### src/rtl/fifo_uart_tx_if.sv
// fifo_uart_tx_if: read port of the byte FIFO as seen by its drain-side consumer
interface fifo_uart_tx_if;
    logic       fifo_rsig;
    logic       fifo_empty;
    logic [7:0] fifo_rdata;
    modport master (output fifo_rsig, input fifo_empty, fifo_rdata);
    modport slave (input fifo_rsig, output fifo_empty, fifo_rdata);
endinterface

### src/rtl/fifo_uart_tx.sv
// fifo_uart_tx: drains a registered-read byte FIFO and sends each byte as an 8N1 UART frame
module fifo_uart_tx #(
    parameter int CLKS_PER_BIT = 16
) (
    input  logic           clk,
    input  logic           rst,
    input  logic           en,
    fifo_uart_tx_if.master fifo,
    output logic           txd,
    output logic           busy,
    output logic           tx_done
);
    localparam int W = $clog2(CLKS_PER_BIT);
    localparam logic [W-1:0] LAST = W'(CLKS_PER_BIT - 1);
    localparam logic [W-1:0] PRE_LAST = W'(CLKS_PER_BIT - 2);
    typedef enum logic [2:0] {IDLE, FETCH, LOAD, START, DATA, STOP} state_t;
    state_t       state, state_n;
    logic [W-1:0] cnt, cnt_n;
    logic [2:0]   idx, idx_n;
    logic [7:0]   sh, sh_n;
    logic         wrap, timed, txd_n, tx_done_n;
    // gated by reset so a FIFO sharing our reset never sees a pop while it is held
    assign fifo.fifo_rsig = rst && state == IDLE && en && !fifo.fifo_empty;
    assign wrap = cnt == LAST;
    assign timed = state inside {START, DATA, STOP};
    always_comb begin
        state_n = state;
        idx_n = idx;
        sh_n = sh;
        cnt_n = timed && !wrap ? cnt + 1'b1 : '0;
        case (state)
            IDLE:  state_n = fifo.fifo_rsig ? FETCH : IDLE;
            FETCH: state_n = LOAD;
            LOAD: begin
                state_n = START;
                sh_n = fifo.fifo_rdata;
            end
            START: state_n = wrap ? DATA : START;
            DATA: if (wrap) begin
                state_n = idx == 3'd7 ? STOP : DATA;
                idx_n = idx == 3'd7 ? 3'd0 : idx + 3'd1;
                sh_n = sh >> 1;
            end
            STOP:    state_n = wrap ? IDLE : STOP;
            default: state_n = IDLE;
        endcase
        // outputs are registered, so they are derived from the state being entered
        txd_n = state_n == START ? 1'b0 : state_n == DATA ? sh_n[0] : 1'b1;
        tx_done_n = state == STOP && cnt == PRE_LAST;
    end
    always_ff @(posedge clk or negedge rst) begin
        if (!rst) begin
            state <= IDLE;
            cnt <= '0;
            idx <= '0;
            sh <= '0;
            txd <= 1'b1;
            busy <= 1'b0;
            tx_done <= 1'b0;
        end else begin
            state <= state_n;
            cnt <= cnt_n;
            idx <= idx_n;
            sh <= sh_n;
            txd <= txd_n;
            busy <= state_n != IDLE;
            tx_done <= tx_done_n;
        end
    end
endmodule

### src/flat_wrapper.sv
// flat-port wrapper written by rule: the top's interface ports become plain ports
module fifo_uart_tx_flat 
#(
    parameter int CLKS_PER_BIT = 16
)
  (clk, rst, en, txd, busy, tx_done, fifo_fifo_rsig, fifo_fifo_empty, fifo_fifo_rdata);
  fifo_uart_tx_if fifo_i ();
  input  logic clk;
  input  logic rst;
  input  logic en;
  output logic txd;
  output logic busy;
  output logic tx_done;
  output wire logic [$bits(fifo_i.fifo_rsig)-1:0] fifo_fifo_rsig;
  input wire logic [$bits(fifo_i.fifo_empty)-1:0] fifo_fifo_empty;
  input wire logic [$bits(fifo_i.fifo_rdata)-1:0] fifo_fifo_rdata;
  assign fifo_fifo_rsig = fifo_i.fifo_rsig;
  assign fifo_i.fifo_empty = fifo_fifo_empty;
  assign fifo_i.fifo_rdata = fifo_fifo_rdata;
  fifo_uart_tx #(.CLKS_PER_BIT(CLKS_PER_BIT)) u_core (.clk(clk), .rst(rst), .en(en), .fifo(fifo_i), .txd(txd), .busy(busy), .tx_done(tx_done));
endmodule
### config.mk
export PLATFORM = sky130hd
export DESIGN_NAME = fifo_uart_tx_flat
export DESIGN_NICKNAME = d
export VERILOG_FILES = /design/src/rtl/fifo_uart_tx_if.sv /design/src/rtl/fifo_uart_tx.sv /design/src/flat_wrapper.sv
export SDC_FILE = /design/constraint.sdc
export NUM_CORES = 1
export LEC_CHECK = 0
export CAP_MARGIN = 20
export CORE_MARGIN = 2
export CORE_UTILIZATION = 49
export CTS_BUF_LIST = sky130_fd_sc_hd__clkbuf_2
export DETAILED_ROUTE_END_ITERATION = 6
export PLACE_DENSITY = 0.77
export REMOVE_ABC_BUFFERS = 1
export SLEW_MARGIN = 0
export SYNTH_ARGS = -nofsm -noshare
export SYNTH_HDL_FRONTEND = slang
export SYNTH_SLANG_ARGS = --single-unit
### constraint.sdc
create_clock -name clk -period 2 [get_ports clk]
set_clock_uncertainty 0.2 [all_clocks]
set_input_delay 0.2 -clock clk [delete_from_list [all_inputs] [get_ports clk]]
set_output_delay 0.2 -clock clk [all_outputs]
set_load 0.02 [all_outputs]
## Word level (Yosys, flattened, before mapping)

Index checks and enable logic that the tools add are counted.

| word-level totals | value |
|---|---|
| register bits after elaboration | 21 |
| input port bits | 12 |
| word-level logic and storage cells | 46 |

| operators by class | value |
|---|---|
| add/subtract/negate cells | 2 |
| eq/ne operators | 11 |
| muxes and demuxes | 12 |
| reductions and logical operators | 13 |

Operators by type and width:

| operator | count |
|---|---|
| $pmux W3 S6 | 1 |
| $pmux W8 S2 | 1 |
| $eq A3 B3 Y1 const B | 4 |
| $mux W3 | 4 |
| $eq A3 B2 Y1 const B | 3 |
| $eq A4 B4 Y1 const B | 2 |
| $mux W8 | 1 |
| $reduce_bool A3 Y1 | 2 |
| $logic_and A1 B1 Y1 | 5 |
| $add A4 B1 Y4 const B | 1 |
| $mux W1 | 4 |
| $mux W4 | 1 |
| $reduce_and A2 Y1 | 2 |
| $add A3 B1 Y3 const B | 1 |
| $eq A3 B1 Y1 const B | 1 |
| $logic_not A3 Y1 | 1 |
| $logic_not A1 Y1 | 2 |
| $ne A2 B1 Y1 const B | 1 |
| $reduce_bool A2 Y1 | 1 |

## Logic depth before layout (Yosys ltp)

Gate-level depths: netlist (run 1).

| depth | value |
|---|---|
| depth after elaboration | 9 |
| mapped depth | 7 |
| gate-level depth less buffers | 5 |

## Worst setup path before layout (run 1)

Ideal clock, no wire load.

| path | value |
|---|---|
| path kind | register -> register |
| start | reg u_core.cnt[0] |
| end | reg u_core.txd |
| setup time | 0.083 ns |
| arrival | 1.692 ns |
| required time | 1.717 ns |
| slack | 0.025 ns |
| stages on the path, launching flop included | 7 |
| path buffers | 1 |
| cells stage by stage | dfrtp_1 ha_1 and3_1 buf_2 and3_1 or3_4 o32a_1 |

| on the way | value |
|---|---|
| elaborated cells between the ends (all ways) | 11 |

RTL lines:

| item | RTL line | source |
|---|---|---|
| from (decl) | fifo_uart_tx.sv:18 | `logic [W-1:0] cnt, cnt_n;` |
| from (signal assigned) | fifo_uart_tx.sv:62 | `cnt <= cnt_n;` |
| $eq A4 B4 Y1 | fifo_uart_tx.sv:24 | `assign wrap = cnt == LAST;` |
| $mux W8 | fifo_uart_tx.sv:39 | `DATA: if (wrap) begin` |
| $pmux W8 S2 | fifo_uart_tx.sv:31 | `case (state)` |
| net u_core.sh_n[0] | fifo_uart_tx.sv:20 | `logic [7:0] sh, sh_n;` |
| $mux W1 (2 in series) | fifo_uart_tx.sv:48 | `txd_n = state_n == START ? 1'b0 : state_n == DATA ? sh_n[0] : 1'b1;` |
| net u_core.txd_n | fifo_uart_tx.sv:21 | `logic wrap, timed, txd_n, tx_done_n;` |
| to (signal assigned) | fifo_uart_tx.sv:65 | `txd <= txd_n;` |
| to (decl) | fifo_uart_tx.sv:9 | `output logic txd,` |

The timed path passes the listed nets, and every way through them passes these cells. The select of a mux whose other input is x is not followed.
A chain may end at the register's enable or synchronous reset.

## Final worst setup path (run 1)

| path | value |
|---|---|
| start | reg u_core.state[1] |
| end | out fifo_fifo_rsig |

| on the way | value |
|---|---|
| word-level cells in the longest chain between the ends | 4 |

Ends and longest elaborated chain:

| item | RTL line | source |
|---|---|---|
| from (decl) | fifo_uart_tx.sv:17 | `state_t state, state_n;` |
| from (signal assigned) | fifo_uart_tx.sv:61 | `state <= state_n;` |
| $logic_not A3 Y1 | fifo_uart_tx.sv:23 | `assign fifo.fifo_rsig = rst && state == IDLE && en && !fifo.fifo_empty;` |
| $logic_and A1 B1 Y1 (3 in series) | fifo_uart_tx.sv:23 |  |
| to (decl) | flat_wrapper.sv:14 | `output wire logic [$bits(fifo_i.fifo_rsig)-1:0] fifo_fifo_rsig;` |

Every way passes these cells.

==> impl_results.html, run 1 <==
<table>
<tr><th>Metric</th><th>Value</th></tr>
<tr><th colspan="2">Placed design</th></tr>
<tr><td>Pre-CTS setup slack</td><td>-230.6 ps</td></tr>
<tr><td>Count of port buffers added during placement</td><td>15</td></tr>
<tr><td>Routability cong.</td><td>0.7733</td></tr>
<tr><td>Cell Count Post-Placement</td><td>148</td></tr>
<tr><td>Half-perimeter wire length after detailed placement</td><td>1439 um</td></tr>
<tr><th colspan="2">Timing</th></tr>
<tr><td>Slack of the critical path</td><td>24.24 ps</td></tr>
<tr><td>Final period utilization</td><td>98.79%</td></tr>
<tr><td>Final-report max-slew violation count</td><td>0</td></tr>
<tr><td>Worst hold slack after final layout</td><td>27.03 ps</td></tr>
<tr><td>Number of failing hold endpoints at the final stage</td><td>0</td></tr>
<tr><td># setup viols final</td><td>0</td></tr>
<tr><td>Tightest Pin Transition</td><td>456.8 ps</td></tr>
<tr><td>Worst slew margin relative to its limit</td><td>69.54%</td></tr>
<tr><td>Final critical-path required period</td><td>1976 ps</td></tr>
<tr><td>Summed negative setup slack over all endpoints</td><td>0 ps</td></tr>
<tr><td>Maximum clock frequency</td><td>0.5061 GHz</td></tr>
<tr><td>Unrepaired setup endpoints after global routing</td><td>true</td></tr>
<tr><th colspan="2">Yosys</th></tr>
<tr><td>Cell area after synthesis</td><td>1022 um^2</td></tr>
<tr><td>Cell accounting for the most synthesized area</td><td>dfrtp_1</td></tr>
<tr><td>Count of mapped cells out of synthesis</td><td>100</td></tr>
<tr><td>Number of synthesized flops with an enable pin</td><td>0</td></tr>
<tr><td>Yosys warnings</td><td>0</td></tr>
<tr><td>Most common cell in the synthesized netlist</td><td>dfrtp_1</td></tr>
<tr><td>Register bit total from synthesis</td><td>21</td></tr>
<tr><td>Yosys top cell area share</td><td>48.96%</td></tr>
<tr><td>Most common flop cell mapped by yosys</td><td>dfrtp_1</td></tr>
<tr><td>Post-synthesis average cell area</td><td>10.22 um^2</td></tr>
<tr><td>Biggest area contributors in the synthesized netlist</td><td>dfrtp_1, nand2_1, ha_1, a22oi_1, dfstp_2</td></tr>
<tr><td>Most used standard cells in the synthesized netlist</td><td>dfrtp_1, nand2_1, nor2_1</td></tr>
<tr><td>Share of the yosys chip area belonging to registers</td><td>51.53%</td></tr>
<tr><td>Library cells used by synthesis</td><td>34</td></tr>
<tr><td>Share of async-settable or async-resettable flops after synthesis</td><td>100.0%</td></tr>
<tr><th colspan="2">Critical path</th></tr>
<tr><td>Kind of capture point of the worst setup path</td><td>output port</td></tr>
<tr><td>Data arrival, critical path</td><td>1580 ps</td></tr>
<tr><td>CP max FO</td><td>2</td></tr>
<tr><td>Critical path start-end classification</td><td>reg -&gt; out</td></tr>
<tr><td>Launching element type of the critical path</td><td>register</td></tr>
<tr><td>Required time of the critical path</td><td>1600 ps</td></tr>
<tr><th colspan="2">Detailed routing</th></tr>
<tr><td>Total Wirelength</td><td>1951 um</td></tr>
<tr><td>DRC viols</td><td>0</td></tr>
<tr><td>DR WL/cell</td><td>12.67 um</td></tr>
<tr><td>Via count</td><td>828</td></tr>
<tr><td>Remaining number of nets flagged by the antenna check after routing</td><td>0</td></tr>
<tr><td>Length of the first detailed-routing pass in iterations</td><td>4</td></tr>
<tr><td>Detailed router's first-iteration violation count</td><td>10</td></tr>
<tr><td>Via density</td><td>5.377</td></tr>
<tr><th colspan="2">CTS</th></tr>
<tr><td>TritonCTS clock tree</td><td>built</td></tr>
<tr><td>Sink Count</td><td>21</td></tr>
<tr><td>Number of buffers inserted for hold repair after clock tree synthesis</td><td>0</td></tr>
<tr><td>Clock buffer depth</td><td>2</td></tr>
<tr><td>Worst skew pair latency</td><td>320 ps</td></tr>
<tr><td>Clock-pin slew on the worst setup and hold paths</td><td>210 ps</td></tr>
<tr><td>Number of CTS-inserted buffers</td><td>3</td></tr>
<tr><td>H-tree level count</td><td>1</td></tr>
<tr><td>Clk root buf</td><td>clkbuf_2</td></tr>
<tr><th colspan="2">Cells and area</th></tr>
<tr><td>Antenna cell count</td><td>0</td></tr>
<tr><td>Post-route core utilization</td><td>66.71%</td></tr>
<tr><td>Layout overhead on the synthesized area</td><td>28.03%</td></tr>
<tr><td>Final net count</td><td>144</td></tr>
<tr><td>Final standard cell count with taps included and fillers excluded</td><td>154</td></tr>
<tr><td>Proportion of layout cells with a drive suffix above 1</td><td>20.47%</td></tr>
<tr><th colspan="2">GRT</th></tr>
<tr><td>Number of global-route vias before repair</td><td>802</td></tr>
<tr><td>Number of antenna violations at the first check in global routing</td><td>0</td></tr>
<tr><td>Grt met3 use</td><td>3.030%</td></tr>
<tr><td>Busiest metal layer after global routing</td><td>met2</td></tr>
<tr><td>Met1 Usage GRT</td><td>19.76%</td></tr>
<tr><td>Largest net degree at the start of global routing</td><td>22</td></tr>
<tr><td>First-pass GRT wire length</td><td>3263 um</td></tr>
<tr><td>Global router's overall resource usage</td><td>17.49%</td></tr>
<tr><td>Global-route met2 utilization</td><td>31.56%</td></tr>
<tr><td>Remaining global-route overflow</td><td>0</td></tr>
<tr><th colspan="2">Run</th></tr>
<tr><td>Number of max-cap violations</td><td>0</td></tr>
<tr><th colspan="2">Pwr</th></tr>
<tr><td>VDD IR max</td><td>0.0003684 V</td></tr>
<tr><td>Standby leakage power</td><td>0.6054 nW</td></tr>
<tr><td>Power density of the placed cells</td><td>502.8 nW/um^2</td></tr>
<tr><th colspan="2">Die</th></tr>
<tr><td>Cell Rows</td><td>16</td></tr>
<tr><td>Vertical extent of the die</td><td>49.68 um</td></tr>
<tr><td>Die ar.</td><td>2468 um^2</td></tr>
<tr><td>Initial cell density of the core</td><td>52.10%</td></tr>
<tr><td>Core Footprint</td><td>1962 um^2</td></tr>
<tr><td>Die X</td><td>49.68 um</td></tr>
<tr><td>Number of I/O pins</td><td>16</td></tr>
<tr><th colspan="2">Outcome</th></tr>
<tr><td>Result of the run</td><td>finished clean</td></tr>
<tr><th colspan="2">Worst hold path</th></tr>
<tr><td>Type of the tightest min-delay check</td><td>in -&gt; async</td></tr>
</table>
[power breakdown]
| group | internal, mW | switching (mW) |
|---|---|---|
| Sequential | 0.434 | 0.00383 |
| Clock | 0.0453 | 0.129 |
| Combinational | 0.0277 | 0.0179 |
[area by class of cell]
cell class              instances  area (um^2)
repair buffers                 27        241.5
well taps                      27        33.78
clock buffers                   3        15.01
clock inverters                 1        5.005
inverters                       5        18.77
fillers                       159        653.1
flip-flops and latches         21        526.8
multi-input cells              70        467.9
[timing repair]
action / CTS / global route
buffers inserted: 1 / 1
setup endpoints to repair: 1 / 5
pin swaps: 2 / 2
gates resized for setup: 8 / 3
cloned: 0 / 0
[state kept, by name, summed over array words and instances, names as in the netlist]
signal,cells
u_core.idx,3
u_core.tx_done,1
u_core.sh,8
u_core.cnt,4
u_core.txd,1
u_core.state,3
u_core.busy,1
[cell usage in the layout (no fill, tap or decap), types with 2 or more instances in the layout]
master and instances:
nor2_1 7, a22oi_1 6, and3_1 2, clkbuf_2 3, dfrtp_1 20, a21oi_1 3
nand3_1 2, or2_1 2, buf_4 12, clkdlybuf4s50_1 14, o21ai_0 3, ha_1 4
nand2_1 18, mux2_1 2, inv_1 4
[stage by stage]
step | power (mW) | cell area (um^2)
final | 0.6580 | 1309
after global routing | 0.6852 | 1309
after CTS | 0.6660 | 1291
after detailed placement | 0.4913 | 1259
after global placement | 0.4893 | 1259
after floorplan | 0.4552 | 999.7
[critical path, stage by stage, from the launching register on]
cell and delay (ps):
dfrtp_1 420, or2_1 220, or4_4 430, inv_2 70
buf_6 110
[cells by family (layout without fill, tap and decap cells)]
| family | after synthesis | in the layout | synth area share (%) |
|---|---|---|---|
| AOI/OAI and AO/OA | 20 | 20 | 13.83 |
| xor gates and xnor gates | 2 | 2 | 1.714 |
| adders and majority gates | 4 | 4 | 4.896 |
| and+or+nand+nor | 42 | 42 | 21.79 |
| DFF | 21 | 21 | 51.53 |
| muxes | 2 | 2 | 2.203 |
| buffers and inverters | 9 | 36 | 4.039 |
[final timing paths]
kind | startpoint | endpoint | slack [ps] | cells after the start
max in group asynchronous | rst | u_core.txd | 1300 | 2
worst min-delay path | rst | u_core.state[1] | 30 | 2
worst max register to register | u_core.state[1] | u_core.txd | 60 | 6
min in group clk | fifo_fifo_rdata[7] | u_core.sh[7] | 190 | 3
worst max-delay path | u_core.state[1] | fifo_fifo_rsig | 20 | 4
worst min register to register | u_core.sh[2] | u_core.sh[2] | 310 | 2
[routing by layer]
layer / part of all wire, % / vias to the layer above / wire (um)
met5: 0 / - / 0
met4: 1.8 / 0 / 36
met3: 3.7 / 4 / 72
met2: 51 / 20 / 1000
met1: 43 / 404 / 842
li1: - / 400 / -
Power figures use the tool's default switching activity.
==> run 2: changes to the inputs <==
- SKIP_CTS_REPAIR_TIMING: unset -> 1
==> run 2 against run 1 <==
Clock power about the same; worst hold slack got worse by 1.1 ps; combinational power about the same; final cell count unchanged; die area unchanged; design area decreased by 0.19%; global-route usage decreased by 0.26 points; register-to-register slack about the same; core utilization decreased by 0.13 points; critical endpoint unchanged; maximum frequency decreased by 1.0%; clock-buffer cell count unchanged.
==> impl_results.html, run 2 (synthesis results as in run 1) <==
<table>
<tr><th>Metric</th><th>Value</th></tr>
<tr><th colspan="2">Cells and area</th></tr>
<tr><td>Leading cell type in the layout, fill and taps excluded</td><td>dfrtp_1</td></tr>
<tr><td>Proportion of layout cells with a drive suffix above 1</td><td>19.69%</td></tr>
<tr><td>Layout overhead on the synthesized area</td><td>27.78%</td></tr>
<tr><td>Largest registers ranked by flip-flop count</td><td>u_core.sh x8, u_core.cnt x4</td></tr>
<tr><td>Final net count</td><td>144</td></tr>
<tr><td>Largest reg by FF count</td><td>u_core.sh</td></tr>
<tr><td>Final-layout fill cell count</td><td>159</td></tr>
<tr><td>Number of flip-flops in the largest register</td><td>8</td></tr>
<tr><td>Commonest non-fill, non-tap cells in the layout</td><td>dfrtp_1, nand2_1, clkdlybuf4s50_1</td></tr>
<tr><td>Summed area of non-filler cells in the final layout</td><td>1306 um^2</td></tr>
<tr><td>Antenna cell count</td><td>0</td></tr>
<tr><th colspan="2">Critical path</th></tr>
<tr><td>Crit-path max cell delay</td><td>430 ps</td></tr>
<tr><td>CP Cell Sequence</td><td>or2_1 -&gt; or4_4 -&gt; inv_2 -&gt; buf_6</td></tr>
<tr><td>Reg2reg path depth</td><td>6</td></tr>
<tr><td>Minimum setup slack among reg-to-reg paths</td><td>50 ps</td></tr>
<tr><td>Critical path start-end classification</td><td>reg -&gt; out</td></tr>
<tr><td>Highest-delay cell along the critical path</td><td>or4_4</td></tr>
<tr><td>Critical R2R Capture</td><td>u_core.txd</td></tr>
<tr><td>Launching element type of the critical path</td><td>register</td></tr>
<tr><td>Required time of the critical path</td><td>1600 ps</td></tr>
<tr><td>Delay-heaviest family, CP</td><td>simple AND/OR/NAND/NOR gates</td></tr>
<tr><td>Data arrival, critical path</td><td>1600 ps</td></tr>
<tr><td>Number of stages on the worst setup path</td><td>4</td></tr>
<tr><td>Crit path buffers/inverters</td><td>2</td></tr>
<tr><td>CP max FO</td><td>2</td></tr>
<tr><td>Kind of capture point of the worst setup path</td><td>output port</td></tr>
<tr><td>Launch instance of the worst register-to-register path</td><td>u_core.state[1]</td></tr>
<tr><th colspan="2">CTS</th></tr>
<tr><td>Clk root buf</td><td>clkbuf_2</td></tr>
<tr><td>Sink Count</td><td>21</td></tr>
<tr><td>TritonCTS clock tree</td><td>built</td></tr>
<tr><td>Clock buffer depth</td><td>2</td></tr>
<tr><td>Worst skew pair latency</td><td>320 ps</td></tr>
<tr><td>Number of CTS-inserted buffers</td><td>3</td></tr>
<tr><td>H-tree level count</td><td>1</td></tr>
<tr><td>Clock-pin slew on the worst setup and hold paths</td><td>210 ps</td></tr>
<tr><th colspan="2">Detailed routing</th></tr>
<tr><td>Total Wirelength</td><td>1928 um</td></tr>
<tr><td>Remaining number of nets flagged by the antenna check after routing</td><td>0</td></tr>
<tr><td>Detailed router's first-iteration violation count</td><td>10</td></tr>
<tr><td>Amount of wire on met2 after detailed routing</td><td>991 um</td></tr>
<tr><td>Length of the first detailed-routing pass in iterations</td><td>4</td></tr>
<tr><td>Via density</td><td>5.344</td></tr>
<tr><td>Highest metal layer with signal wires</td><td>met4</td></tr>
<tr><td>Via count</td><td>823</td></tr>
<tr><td>Length of routed met3 wiring</td><td>72 um</td></tr>
<tr><td>DR WL/cell</td><td>12.52 um</td></tr>
<tr><td>DRC viols</td><td>0</td></tr>
<tr><td>Routed length on met1</td><td>828 um</td></tr>
<tr><th colspan="2">Timing</th></tr>
<tr><td>Unrepaired setup endpoints after global routing</td><td>true</td></tr>
<tr><td>Tightest Pin Transition</td><td>456.8 ps</td></tr>
<tr><td>Maximum clock frequency</td><td>0.5009 GHz</td></tr>
<tr><td>Worst slew margin relative to its limit</td><td>69.54%</td></tr>
<tr><td># setup viols final</td><td>0</td></tr>
<tr><td>Number of failing hold endpoints at the final stage</td><td>0</td></tr>
<tr><td>Final-report max-slew violation count</td><td>0</td></tr>
<tr><td>Worst hold slack after final layout</td><td>25.89 ps</td></tr>
<tr><td>Final critical-path required period</td><td>1996 ps</td></tr>
<tr><td>Final period utilization</td><td>99.82%</td></tr>
<tr><th colspan="2">GRT</th></tr>
<tr><td>Global router's overall resource usage</td><td>17.23%</td></tr>
<tr><td>Number of antenna violations at the first check in global routing</td><td>0</td></tr>
<tr><td>First-pass GRT wire length</td><td>3208 um</td></tr>
<tr><td>Largest net degree at the start of global routing</td><td>22</td></tr>
<tr><td>Number of global-route vias before repair</td><td>782</td></tr>
<tr><td>Remaining global-route overflow</td><td>0</td></tr>
<tr><th colspan="2">Pwr</th></tr>
<tr><td>Post-layout power</td><td>657.8 uW</td></tr>
<tr><td>VDD IR max</td><td>0.0003684 V</td></tr>
<tr><td>Power density of the placed cells</td><td>503.6 nW/um^2</td></tr>
<tr><td>Standby leakage power</td><td>0.6041 nW</td></tr>
<tr><th colspan="2">Placed design</th></tr>
<tr><td>Placed cell areas</td><td>1259 um^2</td></tr>
<tr><td>Count of port buffers added during placement</td><td>15</td></tr>
<tr><td>Routability cong.</td><td>0.7733</td></tr>
<tr><td>Half-perimeter wire length after detailed placement</td><td>1439 um</td></tr>
<tr><th colspan="2">Die</th></tr>
<tr><td>Core Footprint</td><td>1962 um^2</td></tr>
<tr><td>Initial cell density of the core</td><td>52.10%</td></tr>
<tr><td>Number of I/O pins</td><td>16</td></tr>
<tr><td>Die ar.</td><td>2468 um^2</td></tr>
<tr><td>Die X</td><td>49.68 um</td></tr>
<tr><td>Cell Rows</td><td>16</td></tr>
<tr><td>Vertical extent of the die</td><td>49.68 um</td></tr>
<tr><th colspan="2">Worst hold path</th></tr>
<tr><td>Type of the tightest min-delay check</td><td>in -&gt; async</td></tr>
<tr><th colspan="2">Outcome</th></tr>
<tr><td>Result of the run</td><td>finished clean</td></tr>
<tr><th colspan="2">Run</th></tr>
<tr><td>Number of max-cap violations</td><td>0</td></tr>
</table>
-- run 2: cell count changes in the layout (fill, tap and decap cells not counted) --
cell / before / now
and2_1: 0 / 1
and2_4: 1 / 0
-- run 2: how the worst max path moves through the flow --
stage / start / to
floorplan: u_core.cnt[0] / u_core.txd
global placement: rst / fifo_fifo_rsig
detailed placement: rst / fifo_fifo_rsig
CTS: u_core.state[1] / fifo_fifo_rsig
global route: u_core.state[1] / fifo_fifo_rsig
finish: u_core.state[1] / fifo_fifo_rsig
-- run 2: final cells by class --
cell class	instances	area, um^2	area share, %
Clock buffer	3	15.01	1.149
Clock inverter	1	5.005	0.3831
Inverter	5	18.77	1.437
Multi-Input combinational cell	70	465.4	35.63
Sequential cell	21	526.8	40.33
Tap cell	27	33.78	2.586
Timing Repair Buffer	27	241.5	18.49
-- run 2: where the power goes --
part	leakage, nW	switching (mW)	total (mW)	internal [mW]
clock	0.0164	0.129	0.175	0.0453
combinational	0.347	0.0176	0.0453	0.0277
sequential	0.240	0.00381	0.438	0.434
-- run 2: routing by layer --
| layer | up-vias | global-route usage [%] |
|---|---|---|
| li1 | 400 | - |
| met1 | 399 | 19.76 |
| met2 | 20 | 30.89 |
| met3 | 4 | 2.727 |
| met4 | 0 | 8.333 |
| met5 | - | 0 |
-- run 2: through the flow --
| step | util, % | setup slack, ps | TNS [ps] | cells |
|---|---|---|---|---|
| 6_report | 66.58 | 3.682 | 0 | 154 |
| 2_1_floorplan | - | 79.39 | 0 | 96 |
| 3_5_place_dp | 64.16 | -230.6 | -230.6 | 148 |
| 4_1_cts | 65.18 | -543.8 | -543.8 | 152 |
| 5_1_grt | 66.58 | -66.33 | -66.33 | 154 |
| 3_3_place_gp | 64.16 | -198.2 | -198.2 | 148 |
-- run 2: worst register-to-register path: stages (launching register included) --
cell     delay, ps
dfrtp_1        420
buf_4          130
buf_4          150
nor3b_2        170
and2_1         170
or3_4          380
o32a_1         290
